$ cat src/rtl/cache_def.sv
// Cache-side memory interface types shared by the cache controllers and the
// memory arbiter, plus the arbiter's state encoding.
package cache_def;
  localparam int ADDR_WIDTH  = 32;
  localparam int DATA_WIDTH  = 128;
  localparam int NUM_MEM_REQ = 2;

  typedef struct packed {
    logic [ADDR_WIDTH-1:0] addr;
    logic [DATA_WIDTH-1:0] data;
    logic                  rw;
    logic                  valid;
  } mem_req_type;

  typedef struct packed {
    logic [DATA_WIDTH-1:0] data;
    logic                  ready;
  } mem_data_type;

  typedef enum logic [1:0] {ARB_IDLE, ARB_MEM, ARB_RESP} arb_state_e;
endpackage

$ cat src/rtl/cache_mem_arbiter_rr2.sv
// Two-way requester picker: round-robin against the last grant, or fixed
// priority to port 1. The last-grant register advances only when a pick is taken.
module arb_rr2 import cache_def::*; #(
  parameter int PRIO_MODE = 0
) (
  input  logic                   gclk,
  input  logic                   grst_n,
  input  logic [NUM_MEM_REQ-1:0] req_i,
  input  logic                   take_i,
  output logic                   gnt_o
);
  logic last_grant;

  always_comb begin
    gnt_o = 1'b0;
    if (PRIO_MODE == 1)
      gnt_o = req_i[1];
    else if (req_i[~last_grant])
      gnt_o = ~last_grant;
    else
      gnt_o = req_i[1];
  end

  // Reset to port 1 so the first round-robin decision favours port 0.
  always_ff @(posedge gclk or negedge grst_n) begin
    if (!grst_n)
      last_grant <= 1'b1;
    else if (take_i)
      last_grant <= gnt_o;
  end
endmodule

$ cat src/rtl/cache_mem_arbiter.sv
// Shares the line-wide memory port between the I-cache (port 0) and the
// D-cache (port 1); one transaction at a time, request held in registers.
module cache_mem_arbiter #(
  parameter int ADDR_WIDTH  = 32,
  parameter int DATA_WIDTH  = cache_def::DATA_WIDTH,
  parameter int OFFSET_BITS = 4,
  parameter int PRIO_MODE   = 0
) (
  input  logic                  clk_i,
  input  logic                  rst_ni,
  input  logic                  r0_valid_i,
  input  logic                  r0_rw_i,
  input  logic [ADDR_WIDTH-1:0] r0_addr_i,
  input  logic [DATA_WIDTH-1:0] r0_wdata_i,
  output logic                  r0_ready_o,
  output logic [DATA_WIDTH-1:0] r0_rdata_o,
  input  logic                  r1_valid_i,
  input  logic                  r1_rw_i,
  input  logic [ADDR_WIDTH-1:0] r1_addr_i,
  input  logic [DATA_WIDTH-1:0] r1_wdata_i,
  output logic                  r1_ready_o,
  output logic [DATA_WIDTH-1:0] r1_rdata_o,
  output logic                  mem_valid_o,
  output logic                  mem_rw_o,
  output logic [ADDR_WIDTH-1:0] mem_addr_o,
  output logic [DATA_WIDTH-1:0] mem_wdata_o,
  input  logic                  mem_ready_i,
  input  logic [DATA_WIDTH-1:0] mem_rdata_i,
  output logic                  grant_o
);
  localparam int NREQ = cache_def::NUM_MEM_REQ;
  localparam logic [ADDR_WIDTH-1:0] LINE_MASK =
    {{(ADDR_WIDTH-OFFSET_BITS){1'b1}}, {OFFSET_BITS{1'b0}}};

  // Same field order as cache_def::mem_req_type, sized by this instance.
  typedef struct packed {
    logic [ADDR_WIDTH-1:0] addr;
    logic [DATA_WIDTH-1:0] data;
    logic                  rw;
  } req_t;

  cache_def::arb_state_e           state;
  logic [NREQ-1:0]                 req_vld;
  req_t [NREQ-1:0]                 req_in;
  req_t                            req_q;
  logic                            owner;
  logic                            pick;
  logic                            take;
  logic [NREQ-1:0]                 ready_q;
  logic [DATA_WIDTH-1:0]           rdata_q;
  logic [NREQ-1:0][DATA_WIDTH-1:0] rdata_port;

  assign req_vld   = {r1_valid_i, r0_valid_i};
  assign req_in[0] = {r0_addr_i, r0_wdata_i, r0_rw_i};
  assign req_in[1] = {r1_addr_i, r1_wdata_i, r1_rw_i};
  assign take      = (state == cache_def::ARB_IDLE) && (|req_vld);

  arb_rr2 #(.PRIO_MODE(PRIO_MODE)) u_pick (
    .gclk   (clk_i),
    .grst_n (rst_ni),
    .req_i  (req_vld),
    .take_i (take),
    .gnt_o  (pick)
  );

  always_ff @(posedge clk_i or negedge rst_ni) begin
    if (!rst_ni) begin
      state       <= cache_def::ARB_IDLE;
      owner       <= 1'b0;
      req_q       <= '0;
      rdata_q     <= '0;
      ready_q     <= '0;
      mem_valid_o <= 1'b0;
    end else begin
      case (state)
        cache_def::ARB_IDLE: begin
          if (take) begin
            owner       <= pick;
            req_q       <= req_in[pick];
            mem_valid_o <= 1'b1;
            state       <= cache_def::ARB_MEM;
          end
        end
        cache_def::ARB_MEM: begin
          if (mem_ready_i) begin
            mem_valid_o    <= 1'b0;
            ready_q[owner] <= 1'b1;
            rdata_q        <= req_q.rw ? '0 : mem_rdata_i;
            state          <= cache_def::ARB_RESP;
          end
        end
        cache_def::ARB_RESP: begin
          ready_q <= '0;
          rdata_q <= '0;
          state   <= cache_def::ARB_IDLE;
        end
        default: state <= cache_def::ARB_IDLE;
      endcase
    end
  end

  // The captured line is shared; only the owner's port ever sees it.
  for (genvar p = 0; p < NREQ; p++) begin : g_port
    assign rdata_port[p] = ready_q[p] ? rdata_q : '0;
  end

  assign r0_ready_o  = ready_q[0];
  assign r1_ready_o  = ready_q[1];
  assign r0_rdata_o  = rdata_port[0];
  assign r1_rdata_o  = rdata_port[1];
  assign mem_rw_o    = req_q.rw;
  assign mem_addr_o  = req_q.addr & LINE_MASK;
  assign mem_wdata_o = req_q.data;
  assign grant_o     = owner;
endmodule

$ cat config.mk
export PLATFORM = sky130hd
export DESIGN_NAME = cache_mem_arbiter
export DESIGN_NICKNAME = d
export VERILOG_FILES = /design/src/rtl/cache_def.sv /design/src/rtl/cache_mem_arbiter_rr2.sv /design/src/rtl/cache_mem_arbiter.sv
export SDC_FILE = /design/constraint.sdc
export NUM_CORES = 1
export LEC_CHECK = 0
export ABC_AREA = 1
export BUFFER_PORTS_ARGS = -buffer_cell sky130_fd_sc_hd__buf_2
export CAP_MARGIN = 20
export CORE_AREA = 8 8 333 335
export DETAILED_ROUTE_END_ITERATION = 8
export DIE_AREA = 0 0 341 343
export HOLD_SLACK_MARGIN = 0.06
export PLACE_DENSITY = 0.38
export SLEW_MARGIN = 20
export SYNTH_ARGS = -nofsm -noshare
export SYNTH_HDL_FRONTEND = slang
export SYNTH_SLANG_ARGS = --single-unit
$ cat constraint.sdc
create_clock -name clk_i -period 1.68 [get_ports clk_i]
set_input_delay 0.168 -clock clk_i [delete_from_list [all_inputs] [get_ports clk_i]]
set_output_delay 0.168 -clock clk_i [all_outputs]
set_load 0.01 [all_outputs]
# Word-level counts from Yosys, hierarchy flattened
# Cells that the tools add are included.
# word_totals
reg_bits,296
in_bits,455
wordCells,49
# op_classes
n_lt_le_gt_ge,4
eq_ne,4
muxes,20
bitwise,2
n_reduce_logical,10
# ops
operator,count
$mux 128,4
$mux 161,2
$pmux 128 s2,1
$pmux 2 s2,2
$lt 1x2->1 const B,3
$mux 1,6
$mux 2,3
$reduce_and 2->1,3
$ne 2x2->1 const B,2
$reduce_bool 2->1,2
$reduce_and 3->1,1
$eq 2x1->1 const B,1
$eq 2x2->1 const B,1
$logic_and 1x1->1,2
$logic_not 2->1,1
$or 2x2->2,1
$pmux 1 s2,1
$reduce_or 2->1,1
$demux 1 s1,1
$ge 1x1->1 const B,1
$not 1->1,1

# Logic depth before layout (Yosys ltp)
# logic_depth
word_depth,7
depth_mapped,8
ltp_nobuf,6

# By module
# A second synthesis with hierarchy kept.
# unflattened
cells_unflattened,2596
hier_area_um2,16573.4
# by_module_without_submodules
mod,n_inst,cells_per_inst,area_per_inst_um2,seq_area_each_um2
cache_mem_arbiter,1,2589,16520.8,7282.0
arb_rr2,1,7,52.6,26.3

# Worst setup path before layout
# Ideal clock, no wire load.
# synth_timing
path_kind,register -> register
start,reg u_pick.last_grant
end,reg req_q (netlist bit mem_wdata_o[100])
arrival_ns,1.190
path_slack_ns,0.373
stages_incl_launch_ff,8
path_buffers,2
path_cell_list,dfstp_2 nand2_2 nand2_1 buf_2 buf_2 nand2_1 nand3_1 nand2_1
# synth_between
elab_chain_len,5
elab_cells_between_ends,6
classes_between,mux (5); bitwise (1)
# synth_lines
element,line_no,text
"start, declared",cache_mem_arbiter_rr2.sv:12,logic last_grant;
"start signal, assigned",cache_mem_arbiter_rr2.sv:29,last_grant <= gnt_o;
$mux 1 (implied by the code) (2 in series),cache_mem_arbiter_rr2.sv:18,else if (req_i[~last_grant])
$mux 1 (*),cache_mem_arbiter_rr2.sv:18,
$mux 161 (implied by the code) (*) (2 in series),cache_mem_arbiter.sv:79,req_q <= req_in[pick];
"end signal, assigned",cache_mem_arbiter.sv:79,
"end, declared",cache_mem_arbiter.sv:45,req_t req_q;
# Every way passes the cells marked *; elsewhere a longest branch is shown, timed or not. The select of a mux whose other input is x is not followed.
# A chain may end at the register's enable or synchronous reset.

# Final worst setup path
# layout_timing
start,reg ready_q[0]
end,out r0_rdata_o[101]
# layout_between
elab_chain_len,1
# layout_lines
element,line_no,text
"start, declared",cache_mem_arbiter.sv:49,logic [NREQ-1:0] ready_q;
"start signal, assigned",cache_mem_arbiter.sv:72,ready_q <= '0;
"start signal, assigned by index",cache_mem_arbiter.sv:87,ready_q[owner] <= 1'b1;
"start signal, assigned",cache_mem_arbiter.sv:93,ready_q <= '0;
$mux 128,cache_mem_arbiter.sv:104,assign rdata_port[p] = ready_q[p] ? rdata_q : '0;
"end, declared",cache_mem_arbiter.sv:16,"output logic [DATA_WIDTH-1:0] r0_rdata_o,"
# Every way passes these cells.

==> metrics.md <==
| Metric | Value |
|---|---|
| Cell Area, Synth | `16300 µm²` |
| Netlist cell types | `22` |
| Power Total | `~0.044 W` |
| CTS tree | `done` |
| Post-synthesis register bit count | `292` |
| CTS Buf Count | `39` |
| Post-DP HPWL | `about 74 mm` |
| Violated checks | `setup timing` |
| CP Data Required Time | `1.51 ns` |
| Largest net degree at the start of global routing | `54` |
| Final Setup Violations | `257` |
| GR peak layer | `met2` |
| R2R depth | `7` |
| Sw Ratio | `0.441` |
| Fin. Hold Viols | `0` |
| Overall routed net length | `between 90 and 100 mm` |
| Cells after Synth | `approximately 2500` |
| Worst hold endpoint | `mem_addr_o[31]$_DFFE_PN0P_` |
| GRT met1 Usage | `0.196` |
| CP Capture Type | `primary output` |
| Period utilization | `1.15` |
| Drt initial violations | `between 900 and 1000` |
| DIE WIDTH | `341 µm` |
| Max-slew violations | `0` |
| GPL Wtd Cong | `0.857` |
| Finished Core Util | `0.289` |
| DRC errors left | `0` |
| Max Root-Sink Buffers | `3` |
| Min Tclk post-route | `approximately 1.9 ns` |
| Core Rows | `120` |
| Net Sw Power | `between 0.015 and 0.02 W` |
| Total GRT Usage | `0.159` |
| GRT overflow | `0` |
| Comb power frac | `0.519` |
| Die H | `343 µm` |
| First-pass GRT wire length | `141 mm` |
| Status | `complete, but fails checks` |
| Htree depth | `2` |
| Hold path depth | `5` |
| Vias per cell | `3.87` |
| Worst vdd ir | `approximately 0.001 V` |
| YS warnings | `0` |
| Worst setup SP type | `flop` |
| WP data arrival | `1.76 ns` |
| FILL cells | `11600` |
| Avg Synthesized Cell Area | `6.57 µm²` |
| Die area | `117000 µm²` |
| Post-synthesis sequential area ratio | `0.449` |
| Worst Skew | `0.0192 ns` |
| WL/cell | `around 19 µm` |
| Worst R2R Setup Slack | `~0.14 ns` |
| Layout area overhead | `88.4%` |
| Nets | `4254` |
| Seq pwr share | `0.289` |
| I/O Buffers | `863` |
| Worst hold path class | `input port to flop` |
| Unrepaired setup endpoints after global routing | `yes` |
| Power per cell area | `1430 nW/µm²` |
| M3 GR Usage | `0.0444` |
| Clock Latency Late Sink | `0.58 ns` |
| Top Ports | `between 800 and 900` |
| Core ar. | `106000 µm²` |
| Origin of the critical flop-to-flop path | `state[1]$_DFFE_PN0P_` |
| Vias in the first global route | `between 20000 and 25000` |
| Fmax | `519 MHz` |
| Lkg Pwr | `18.9 nW` |
| Root Buffer | `clkbuf_16` |
| Final worst setup slack | `-0.247 ns` |
| Initial antenna violation count | `27` |
| Clock group share of total power | `0.192` |
| Via count | `20300` |
| R2r endpoint | `rdata_q[29]$_DFFE_PN0P_` |
| Initial core utilization | `0.154` |
| Worst Hold Launch | `r1_valid_i` |
| Max-Cap Viols | `0` |
| Clock Sinks | `slightly below 300` |
| Clock slew at reported path FFs | `~0.06 ns` |
| Crit Path Max Fanout | `6` |
| Hold Slack | `0.159 ns` |
| Share of post-route cells with drive strength above 1 | `0.336` |
| Crit Path Category | `flop to primary output` |
| Internal | `0.0246 W` |
| Met2 Track Usage GR | `0.264` |
| DRT Pass-1 Iters | `5` |
| Final ANT Viol Nets | `0` |
-- power by group through the flow --
stage	logic (W)	clock network [W]	registers, W
after floorplan	0.00854	0	0.0126
after global placement	0.0188	0	0.0125
after detailed placement	0.0189	0	0.0124
after CTS	0.0214	0.00880	0.0124
after global routing	0.0250	0.00901	0.0130
final	0.0228	0.00845	0.0127
-- cell usage in the layout, fill, tap and decap left out --
master         instances
buf_8                  7
clkbuf_8               8
or2_2                  1
nand3_1              445
nand2_4               65
clkinvlp_4             1
clkbuf_1              11
bufinv_16              2
inv_6                  4
nor2_2                 1
nand2_8                1
buf_4                 65
buf_16                 8
dfrtp_4                2
dfrtp_1              289
o21ai_0                2
clkinv_2               8
nor2_4                 2
inv_4                  5
inv_1                476
inv_2                 95
buf_6                119
nand3_4                1
diode_2               15
conb_1                 4
buf_12                44
buf_2                744
dfstp_2                1
o31ai_1                1
nand4_1                1
nand2_1              869
nand2_2               56
clkbuf_16             47
dlygate4sd3_1        443
nor2_1                 2
-- how the worst max path moves through the flow --
stage	slack, ns	end	start	cells after the start
after global placement	0.12	mem_wdata_o[86]$_DFFE_PN0P_	u_pick.last_grant$_DFFE_PN1P_	6
after CTS	-0.29	r1_rdata_o[39]	ready_q[1]$_DFFE_PN0P_	5
after floorplan	0.37	mem_wdata_o[100]$_DFFE_PN0P_	u_pick.last_grant$_DFFE_PN1P_	7
after global routing	-0.33	r0_rdata_o[101]	ready_q[0]$_DFFE_PN0P_	6
final	-0.25	r0_rdata_o[101]	ready_q[0]$_DFFE_PN0P_	6
after detailed placement	0.11	mem_wdata_o[86]$_DFFE_PN0P_	u_pick.last_grant$_DFFE_PN1P_	6
-- synth_stat cells, drive strengths merged --
cell | count | area share
nand2 | 991 | 0.23
inv | 576 | 0.13
nand3 | 446 | 0.14
dfrtp | 291 | 0.45
buf | 107 | 0.035
clkbuf | 52 | 0.012
nor2 | 5 | 0.0022
o21ai | 2 | 0.00062
clkinv | 1 | 0.00023
conb | 1 | 0.00023
dfstp | 1 | 0.0016
nand4 | 1 | 0.00038
o31ai | 1 | 0.00046
or2 | 1 | 0.00038
-- timing repair --
action                     4_1_cts  5_1_grt
setup endpoints to repair      258      258
hold buffers                   444        0
cloned                           6        9
pin swaps                       11       12
resized for setup              139      315
hold endpoints to repair       578        0
buffers inserted                13        2
-- worst max-delay path, cell delays in order, from the launching register on --
cell and delay (ns):
dfrtp_4 0.49, buf_4 0.15, buf_12 0.13, clkbuf_16 0.17, nand2_2 0.07, inv_1 0.05
buf_2 0.13
-- cells by family (layout without fill, tap and decap cells) --
kind of cell,Yosys count,count (layout),share of synthesized area
AO/OA/AOI/OAI,3,3,0.00108
buffers and inverters,736,2087,0.180
flip-flops,292,292,0.449
other,1,19,0.000231
AND/OR/NAND/NOR,1444,1444,0.369
-- stage by stage --
step                TNS [ns]  instances  setup slack (ns)  instance area (µm²)
floorplan                  0       2479             0.373                16300
global placement           0       4690             0.125                23000
detailed placement         0       4690             0.109                23000
CTS                   -56.05       5224            -0.287                29400
global route          -60.35       5244            -0.330                30600
finish                -35.93       5248            -0.247                30600
-- flip-flops by register name (all words and copies together) (netlist names) --
signal,count
mem_addr_o,28
u_pick.last_grant,1
rdata_q,128
mem_rw_o,1
ready_q,2
grant_o,1
mem_wdata_o,128
mem_valid_o,1
state,2
-- per-layer routing --
metal | part of all wire | wire [µm]
met1 | 0.42 | 41900
met2 | 0.48 | 46800
met3 | 0.065 | 6400
met4 | 0.035 | 3450
met5 | 0.00023 | 23
-- area by class of cell --
class	count	area, µm²	area share
repair buffers	1438	11400	0.372
clock inverters	14	134	0.00437
diodes	15	37.5	0.00123
well taps	1403	1760	0.0573
clock buffers	58	1130	0.0368
multi-input cells	1451	6690	0.218
inverters	577	2180	0.0713
flip-flops and latches	292	7320	0.239
Note: power is estimated with default switching activity, not from simulation.
